**config.mk**
```make
export PLATFORM = sky130hd
export DESIGN_NAME = space_wire_tick_arbiter_flat
export DESIGN_NICKNAME = d
export VERILOG_FILES = /design/src/rtl/space_wire_tick_arbiter_if.sv /design/src/rtl/space_wire_tick_arbiter.sv /design/src/flat_wrapper.sv
export SDC_FILE = /design/constraint.sdc
export NUM_CORES = 1
export LEC_CHECK = 0
export CAP_MARGIN = 40
export CORE_MARGIN = 10
export CORE_UTILIZATION = 45
export CTS_BUF_LIST = sky130_fd_sc_hd__clkbuf_8
export DETAILED_ROUTE_END_ITERATION = 7
export GPL_TIMING_DRIVEN = 0
export PLACE_DENSITY = 0.81
export REMOVE_ABC_BUFFERS = 1
export SLEW_MARGIN = 10
export SYNTH_ARGS = -nofsm -noshare
export SYNTH_HDL_FRONTEND = slang
export SYNTH_SLANG_ARGS = --single-unit
```
**constraint.sdc**
```tcl
create_clock -name i_clk -period 3.03 [get_ports i_clk]
set_input_delay 0.4545 -clock i_clk [delete_from_list [all_inputs] [get_ports i_clk]]
set_output_delay 0.4545 -clock i_clk [all_outputs]
set_load 0.02 [all_outputs]
```
**src/rtl/space_wire_tick_arbiter_if.sv**
```systemverilog
// Time-code transmit handshake between the tick arbiter (master) and the
// SpaceWire transmitter (slave).
`timescale 1ns/1ps
interface space_wire_tick_arbiter_if #(
    parameter int NUM_REQ = 4,
    parameter int TIME_W  = 8
);
    localparam int SRC_W = (NUM_REQ > 1) ? $clog2(NUM_REQ) : 1;

    logic              o_tx_valid;
    logic [TIME_W-1:0] o_tx_time;
    logic [SRC_W-1:0]  o_tx_src;
    logic              i_tx_ready;

    modport master (output o_tx_valid, output o_tx_time, output o_tx_src, input i_tx_ready);
    modport slave  (input o_tx_valid, input o_tx_time, input o_tx_src, output i_tx_ready);
endinterface

```
**src/rtl/space_wire_tick_arbiter.sv**
```systemverilog
// Round-robin arbiter sharing one SpaceWire time-code transmitter among NUM_REQ tick sources,
// with a forced idle gap after each time-code. SPACE_WIRE_TICK_ARB_DROP_CNT_EN adds drop counters.
`timescale 1ns/1ps
module space_wire_tick_arbiter #(
    parameter int NUM_REQ    = 4,
    parameter int TIME_W     = 8,
    parameter int GAP_CYCLES = 16,
    parameter int DROP_CNT_W = 8
) (
    input  logic                      i_clk,
    input  logic                      i_reset,
    input  logic [NUM_REQ-1:0]        i_req_pulse,
    input  logic [NUM_REQ*TIME_W-1:0] i_req_time,
    space_wire_tick_arbiter_if.master tx,
    output logic [NUM_REQ-1:0]        o_pending,
    output logic                      o_busy
`ifdef SPACE_WIRE_TICK_ARB_DROP_CNT_EN
    ,
    input  logic                          i_drop_clr,
    output logic [NUM_REQ*DROP_CNT_W-1:0] o_drop_cnt
`endif
);
    localparam int SRC_W = (NUM_REQ > 1) ? $clog2(NUM_REQ) : 1;
    localparam int GAP_W = (GAP_CYCLES > 1) ? $clog2(GAP_CYCLES) : 1;
    localparam logic [GAP_W-1:0] GAP_LOAD = GAP_W'((GAP_CYCLES > 0) ? GAP_CYCLES - 1 : 0);

    typedef enum logic [1:0] {IDLE, OFFER, GAP} state_t;

    state_t             state_q, state_d;
    logic [SRC_W-1:0]   ptr_q, ptr_d;
    logic [NUM_REQ-1:0] pending_q, pending_d;
    logic [TIME_W-1:0]  slot_q [NUM_REQ];
    logic [TIME_W-1:0]  slot_d [NUM_REQ];
    logic               tx_valid_q, tx_valid_d;
    logic [TIME_W-1:0]  tx_time_q, tx_time_d;
    logic [SRC_W-1:0]   tx_src_q, tx_src_d;
    logic [GAP_W-1:0]   gap_q, gap_d;
    logic               rearm_q, rearm_d;

    logic               found;
    logic [SRC_W-1:0]   win;
    logic [SRC_W-1:0]   idx;
    logic               xfer;

    assign xfer = (state_q == OFFER) && tx_valid_q && tx.i_tx_ready;

    // Search starts just after the last granted index and wraps.
    always_comb begin
        found = 1'b0;
        win   = '0;
        idx   = '0;
        for (int i = 1; i <= NUM_REQ; i++) begin
            idx = SRC_W'((int'(ptr_q) + i) % NUM_REQ);
            if (!found && pending_q[idx]) begin
                found = 1'b1;
                win   = idx;
            end
        end
    end

    always_comb begin
        state_d    = state_q;
        ptr_d      = ptr_q;
        pending_d  = pending_q | i_req_pulse;
        tx_valid_d = tx_valid_q;
        tx_time_d  = tx_time_q;
        tx_src_d   = tx_src_q;
        gap_d      = gap_q;
        rearm_d    = 1'b0;
        for (int k = 0; k < NUM_REQ; k++) begin
            slot_d[k] = i_req_pulse[k] ? i_req_time[k*TIME_W +: TIME_W] : slot_q[k];
        end
        case (state_q)
            IDLE: begin
                if (found) begin
                    state_d    = OFFER;
                    ptr_d      = win;
                    tx_valid_d = 1'b1;
                    tx_time_d  = slot_q[win];
                    tx_src_d   = win;
                end
            end
            OFFER: begin
                // A pulse from the offered source during the offer is a fresh tick that must survive the transfer.
                if (xfer) begin
                    tx_valid_d          = 1'b0;
                    pending_d[tx_src_q] = rearm_q | i_req_pulse[tx_src_q];
                    if (GAP_CYCLES > 0) begin
                        state_d = GAP;
                        gap_d   = GAP_LOAD;
                    end else begin
                        state_d = IDLE;
                    end
                end else begin
                    rearm_d = rearm_q | i_req_pulse[tx_src_q];
                end
            end
            GAP: begin
                if (gap_q == '0) begin
                    state_d = IDLE;
                end else begin
                    gap_d = gap_q - GAP_W'(1);
                end
            end
            default: state_d = IDLE;
        endcase
    end

    always_ff @(posedge i_clk) begin
        if (i_reset) begin
            state_q    <= IDLE;
            ptr_q      <= SRC_W'(NUM_REQ - 1);
            pending_q  <= '0;
            tx_valid_q <= 1'b0;
            tx_time_q  <= '0;
            tx_src_q   <= '0;
            gap_q      <= '0;
            rearm_q    <= 1'b0;
        end else begin
            state_q    <= state_d;
            ptr_q      <= ptr_d;
            pending_q  <= pending_d;
            tx_valid_q <= tx_valid_d;
            tx_time_q  <= tx_time_d;
            tx_src_q   <= tx_src_d;
            gap_q      <= gap_d;
            rearm_q    <= rearm_d;
        end
    end

    always_ff @(posedge i_clk) begin
        for (int k = 0; k < NUM_REQ; k++) begin
            slot_q[k] <= slot_d[k];
        end
    end

    assign tx.o_tx_valid = tx_valid_q;
    assign tx.o_tx_time  = tx_time_q;
    assign tx.o_tx_src   = tx_src_q;
    assign o_pending     = pending_q;
    assign o_busy        = (state_q != IDLE);

`ifdef SPACE_WIRE_TICK_ARB_DROP_CNT_EN
    logic [DROP_CNT_W-1:0] drop_q [NUM_REQ];
    logic [DROP_CNT_W-1:0] drop_d [NUM_REQ];
    logic [NUM_REQ-1:0]    drop_ev;

    function automatic logic [DROP_CNT_W-1:0] sat_inc(input logic [DROP_CNT_W-1:0] v);
        return (&v) ? v : v + DROP_CNT_W'(1);
    endfunction

    // An overwrite of a still-pending tick loses the older one, except the first re-arm of the offered source.
    always_comb begin
        for (int k = 0; k < NUM_REQ; k++) begin
            drop_ev[k] = i_req_pulse[k] && pending_q[k] &&
                         !((state_q == OFFER) && (tx_src_q == SRC_W'(k)) && !rearm_q);
            drop_d[k]  = drop_q[k];
            if (i_drop_clr) begin
                drop_d[k] = '0;
            end else if (drop_ev[k]) begin
                drop_d[k] = sat_inc(drop_q[k]);
            end
        end
    end

    always_ff @(posedge i_clk) begin
        for (int k = 0; k < NUM_REQ; k++) begin
            if (i_reset) begin
                drop_q[k] <= '0;
            end else begin
                drop_q[k] <= drop_d[k];
            end
        end
    end

    always_comb begin
        for (int k = 0; k < NUM_REQ; k++) begin
            o_drop_cnt[k*DROP_CNT_W +: DROP_CNT_W] = drop_q[k];
        end
    end
`else
    // Overwrites still replace the slot; they are simply not counted.
`endif

endmodule

```
**src/flat_wrapper.sv**
```systemverilog
// flat-port wrapper written by rule: the top's interface ports become plain ports
module space_wire_tick_arbiter_flat 
#(
    parameter int NUM_REQ    = 4,
    parameter int TIME_W     = 8,
    parameter int GAP_CYCLES = 16,
    parameter int DROP_CNT_W = 8
)
  (i_clk, i_reset, i_req_pulse, i_req_time, o_pending, o_busy, tx_o_tx_valid, tx_o_tx_time, tx_o_tx_src, tx_i_tx_ready);
  space_wire_tick_arbiter_if #(.NUM_REQ(NUM_REQ), .TIME_W(TIME_W)) tx_i ();
  input  logic i_clk;
  input  logic i_reset;
  input  logic [NUM_REQ-1:0] i_req_pulse;
  input  logic [NUM_REQ*TIME_W-1:0] i_req_time;
  output logic [NUM_REQ-1:0] o_pending;
  output logic o_busy;
  output wire logic [$bits(tx_i.o_tx_valid)-1:0] tx_o_tx_valid;
  output wire logic [$bits(tx_i.o_tx_time)-1:0] tx_o_tx_time;
  output wire logic [$bits(tx_i.o_tx_src)-1:0] tx_o_tx_src;
  input wire logic [$bits(tx_i.i_tx_ready)-1:0] tx_i_tx_ready;
  assign tx_o_tx_valid = tx_i.o_tx_valid;
  assign tx_o_tx_time = tx_i.o_tx_time;
  assign tx_o_tx_src = tx_i.o_tx_src;
  assign tx_i.i_tx_ready = tx_i_tx_ready;
  space_wire_tick_arbiter #(.NUM_REQ(NUM_REQ), .TIME_W(TIME_W), .GAP_CYCLES(GAP_CYCLES), .DROP_CNT_W(DROP_CNT_W)) u_core (.i_clk(i_clk), .i_reset(i_reset), .i_req_pulse(i_req_pulse), .i_req_time(i_req_time), .tx(tx_i), .o_pending(o_pending), .o_busy(o_busy));
endmodule
```
==> impl_results.html <==
<table>
<tr><th>Metric</th><th>Value</th></tr>
<tr><th colspan="2">GRT</th></tr>
<tr><td>Initial antenna violation count</td><td>0</td></tr>
<tr><td>Met1 demand-to-capacity share in global routing</td><td>0.147</td></tr>
<tr><td>Met2 track demand over resource in global routing</td><td>0.238</td></tr>
<tr><td>Vias in the first global route</td><td>1,754</td></tr>
<tr><td>Met3 track utilization from global routing</td><td>0.0293</td></tr>
<tr><td>Total routing resource utilization after global routing</td><td>0.131</td></tr>
<tr><td>Pin count of the biggest net entering global routing</td><td>22</td></tr>
<tr><td>Most used routing layer in global routing</td><td>met2</td></tr>
<tr><td>Remaining Overflow, GRT</td><td>0</td></tr>
<tr><td>First-pass GRT wire length</td><td>8730 um</td></tr>
<tr><th colspan="2">STA</th></tr>
<tr><td>Number of hold violations in the final report</td><td>0</td></tr>
<tr><td>Worst slew slack as a fraction of its limit</td><td>0.436</td></tr>
<tr><td>Achievable frequency</td><td>462 MHz</td></tr>
<tr><td>Worst clock skew</td><td>7.87 ps</td></tr>
<tr><td>Clock period minus final worst setup slack</td><td>2170 ps</td></tr>
<tr><td>RSZ-0062 raised after global routing</td><td>no</td></tr>
<tr><td>Final worst path period share</td><td>0.715</td></tr>
<tr><td>Final sum of negative setup slack</td><td>0 ps</td></tr>
<tr><td>Number of pins exceeding their max-slew limit in the final report</td><td>0</td></tr>
<tr><td>Worst slew pin tran</td><td>842 ps</td></tr>
<tr><td>Endpoints failing setup</td><td>0</td></tr>
<tr><th colspan="2">Floorplan</th></tr>
<tr><td>Die Span Y</td><td>91.9 um</td></tr>
<tr><td>Floorplan die width</td><td>91.9 um</td></tr>
<tr><td>Number of standard-cell rows in the floorplan</td><td>26</td></tr>
<tr><td>IO Pins</td><td>55</td></tr>
<tr><td>Core outline area</td><td>5070 um^2</td></tr>
<tr><td>Die area</td><td>8440 um^2</td></tr>
<tr><td>Starting utilization of the core area</td><td>0.458</td></tr>
<tr><th colspan="2">Layout</th></tr>
<tr><td>Final net count</td><td>278</td></tr>
<tr><td>Fraction of final layout cells sized beyond drive strength 1</td><td>0.118</td></tr>
<tr><td>Final non-filler cell area</td><td>3080 um^2</td></tr>
<tr><td>Inserted Diodes</td><td>0</td></tr>
<tr><td>Synthesis-to-finish area growth</td><td>32.3%</td></tr>
<tr><td>Non-filler instance count after layout</td><td>308</td></tr>
<tr><th colspan="2">Pwr</th></tr>
<tr><td>Fraction of power consumed by the clock network</td><td>0.294</td></tr>
<tr><td>Internal Pwr Total</td><td>1.40 mW</td></tr>
<tr><td>Proportion of power drawn by combinational gates</td><td>0.211</td></tr>
<tr><td>Switching portion of total power</td><td>0.252</td></tr>
<tr><td>Net switching power</td><td>470 uW</td></tr>
<tr><td>PD cells</td><td>607 nW/um^2</td></tr>
<tr><td>Portion of total power attributed to sequential cells</td><td>0.495</td></tr>
<tr><td>Maximum ir drop on the vdd rail</td><td>0.332 mV</td></tr>
<tr><td>Leakage</td><td>1.12 nW</td></tr>
<tr><th colspan="2">Logic synthesis</th></tr>
<tr><td>Cell count after synthesis</td><td>181</td></tr>
<tr><td>Post-synthesis area per instance</td><td>12.9 um^2</td></tr>
<tr><td>Fraction of synthesis flops using an asynchronous set or reset pin</td><td>0</td></tr>
<tr><td>Flip-flop and latch count after synthesis</td><td>56</td></tr>
<tr><td>Warning count from the yosys run</td><td>0</td></tr>
<tr><td>Netlist area before placement</td><td>2330 um^2</td></tr>
<tr><td>Main synth FF type</td><td>edfxtp_1</td></tr>
<tr><td>Number of distinct library cells after synthesis</td><td>38</td></tr>
<tr><td>Count of flip-flops with a built-in enable after synthesis</td><td>32</td></tr>
<tr><td>Part of the Yosys area used for sequential elements</td><td>0.620</td></tr>
<tr><th colspan="2">Clocking</th></tr>
<tr><td>Count of cells resized by post-cts repair</td><td>0</td></tr>
<tr><td>Inserted Clock Buffers</td><td>5</td></tr>
<tr><td>TritonCTS clock tree</td><td>yes</td></tr>
<tr><td>Clock Sink Count</td><td>56</td></tr>
<tr><td>Buffer levels on the longest clock path</td><td>2</td></tr>
<tr><td>Setup fix buffers added after clock tree synthesis</td><td>0</td></tr>
<tr><td>Clock latency on the worst-skew pair</td><td>300 ps</td></tr>
<tr><td>CTS Root Buffer Type</td><td>clkbuf_8</td></tr>
<tr><td>Number of levels in the clock H-tree</td><td>2</td></tr>
<tr><td>Clock edge transition at the registers on the reported setup and hold paths</td><td>100 ps</td></tr>
<tr><td>Count of hold buffers inserted by post-cts repair</td><td>0</td></tr>
<tr><th colspan="2">Critical path</th></tr>
<tr><td>Cells on worst reg2reg path</td><td>5</td></tr>
<tr><td>Crit. path cell count</td><td>5</td></tr>
<tr><td>Critical Path Source Type</td><td>flop</td></tr>
<tr><td>Bufs and invs on worst path</td><td>0</td></tr>
<tr><td>Critical path endpoint category</td><td>flop</td></tr>
<tr><td>Slowest cell on the critical path</td><td>nand2b_1</td></tr>
<tr><td>R2r startpoint</td><td>u_core.o_pending[3]</td></tr>
<tr><td>Cell class contributing the biggest share of worst-path delay</td><td>simple AND/OR/NAND/NOR gates</td></tr>
<tr><td>Crit Path Max Fanout</td><td>21</td></tr>
<tr><td>Critical Setup Path Class</td><td>flop to flop</td></tr>
<tr><td>Worst path arrival time</td><td>2390 ps</td></tr>
<tr><td>Biggest cell delay along the critical path</td><td>690 ps</td></tr>
<tr><td>Flop2flop setup slack</td><td>860 ps</td></tr>
<tr><td>Worst r2r dst</td><td>u_core.tx.o_tx_time[1]</td></tr>
<tr><td>Data required time of the worst path</td><td>3260 ps</td></tr>
<tr><td>Critical path, cell by cell</td><td>nor4_1 &gt; nand2b_1 &gt; nor3_1 &gt; mux2_2 &gt; a211oi_2</td></tr>
<tr><th colspan="2">Status</th></tr>
<tr><td>Run status</td><td>finished, final reports clean</td></tr>
<tr><th colspan="2">Placed design</th></tr>
<tr><td>Half-perimeter wire length of the detailed placement result</td><td>4040 um</td></tr>
<tr><td>Placed inst area</td><td>2950 um^2</td></tr>
<tr><td>Final estimated routing congestion in global placement</td><td>0.703</td></tr>
<tr><td>Port Buf Inserts</td><td>54</td></tr>
<tr><td>Number of cells in the design after placement</td><td>301</td></tr>
<tr><th colspan="2">Detailed routing</th></tr>
<tr><td>DRC violation count after routing</td><td>0</td></tr>
<tr><td>Initial DRT Pass Iterations</td><td>4</td></tr>
<tr><td>Total wire length after detailed routing</td><td>5570 um</td></tr>
<tr><td>Count of antenna-violating nets left after detailed routing</td><td>0</td></tr>
<tr><td>Detailed router's first-iteration violation count</td><td>84</td></tr>
<tr><td>Vias</td><td>1,644</td></tr>
<tr><td>DR WL/cell</td><td>18.1 um</td></tr>
<tr><td>DR vias/cell</td><td>5.34</td></tr>
<tr><th colspan="2">Flow run</th></tr>
<tr><td>Maximum Capacitance Violations</td><td>0</td></tr>
<tr><th colspan="2">Min path</th></tr>
<tr><td>End of the worst hold path</td><td>u_core.tx.o_tx_valid</td></tr>
<tr><td>Cells on Worst Hold Path</td><td>2</td></tr>
<tr><td>Worst hold path startpoint</td><td>u_core.tx.o_tx_valid</td></tr>
<tr><td>Hold Crit Class</td><td>flop to flop</td></tr>
</table>
[sequential cells by signal, summed over array words and instances, names as in the netlist]
| signal | count |
|---|---|
| u_core.gap_q | 4 |
| u_core.rearm_q | 1 |
| u_core.tx.o_tx_valid | 1 |
| u_core.tx.o_tx_src | 2 |
| u_core.o_pending | 4 |
| u_core.state_q | 2 |
| u_core.tx.o_tx_time | 8 |
| u_core.ptr_q | 2 |
| u_core.slot_q | 32 |
[cell usage after synthesis (2+ instances only)]
cell | instances | area share
edfxtp_1 | 32 | 0.41
dfxtp_1 | 24 | 0.21
nor3_1 | 20 | 0.043
nor2_1 | 14 | 0.023
a21oi_1 | 11 | 0.024
mux2i_1 | 9 | 0.039
o21bai_1 | 8 | 0.026
a211oi_2 | 7 | 0.038
mux2_2 | 7 | 0.034
nand2_1 | 6 | 0.0097
nand2b_1 | 5 | 0.013
a211oi_1 | 4 | 0.013
inv_1 | 4 | 0.0065
buf_2 | 2 | 0.0043
clkbuf_1 | 2 | 0.0032
inv_2 | 2 | 0.0032
nor4_1 | 2 | 0.0054
or4_1 | 2 | 0.0065
[metrics by stage]
step / total power, mW / hold WS (ps) / utilization / worst slack, ps
after global placement: 1.31 / 476 / 0.575 / 703
final: 1.87 / 501 / 0.606 / 864
after detailed placement: 1.34 / 492 / 0.581 / 707
after floorplan: 1.15 / 463 / - / 1120
after CTS: 1.88 / 506 / 0.606 / 828
after global routing: 1.95 / 544 / 0.606 / 639
[final cells by class]
type	count	area, um^2
clock buffer	5	68.8
clock inverter	2	60.1
fill	418	2000
inverter	6	22.5
multi-input combinational	113	826
sequential	56	1440
tap	70	87.6
timing repair buffer	56	571
[power groups by stage]
stage	sequential, mW	combinational [mW]	clock [mW]
final	0.924	0.393	0.549
after global routing	0.934	0.425	0.588
after CTS	0.925	0.398	0.561
after detailed placement	0.942	0.397	0
after global placement	0.939	0.375	0
after floorplan	0.966	0.182	0
[layer usage]
metal,vias up,share of wire
met1,808,0.43
met4,0,0.0054
met3,2,0.044
met5,-,0
li1,797,-
met2,37,0.52
[logic make-up after synthesis]
| logic type | count (synthesis) | share of synthesized area |
|---|---|---|
| compound gates | 36 | 0.130 |
| fa+ha+maj | 1 | 0.00538 |
| buf+inv | 12 | 0.0253 |
| xor+xnor | 2 | 0.00753 |
| flops | 56 | 0.620 |
| simple gates | 57 | 0.130 |
| mux | 17 | 0.0823 |
[cells in the final DEF (no fill, tap or decap), types with 6 or more instances in the layout]
cell type and n:
o21bai_1 8, mux2_2 7, dfxtp_1 24, nor3_1 20, nor2_1 14, clkdlybuf4s50_1 54
edfxtp_1 32, a211oi_2 7, nand2_1 6, a21oi_1 11, mux2i_1 9
[worst max path at each step]
stage                        endpoint           startpoint  slack (ps)
2_1_floorplan  u_core.tx.o_tx_time[0]  u_core.o_pending[0]        1120
3_3_place_gp      u_core.o_pending[1]       i_req_pulse[3]         700
3_5_place_dp      u_core.o_pending[1]       i_req_pulse[3]         710
4_1_cts        u_core.tx.o_tx_time[1]  u_core.o_pending[3]         830
5_1_grt        u_core.tx.o_tx_time[1]  u_core.o_pending[3]         640
6_report       u_core.tx.o_tx_time[1]  u_core.o_pending[3]         860
[tightest hold or removal path, delay by kind of cell (launching register included)]
kind | cells | cell delay [ps]
DFF | 1 | 340
and+or+nand+nor | 1 | 60
AOI/OAI and AO/OA | 1 | 60
Power figures use the tool's default switching activity.
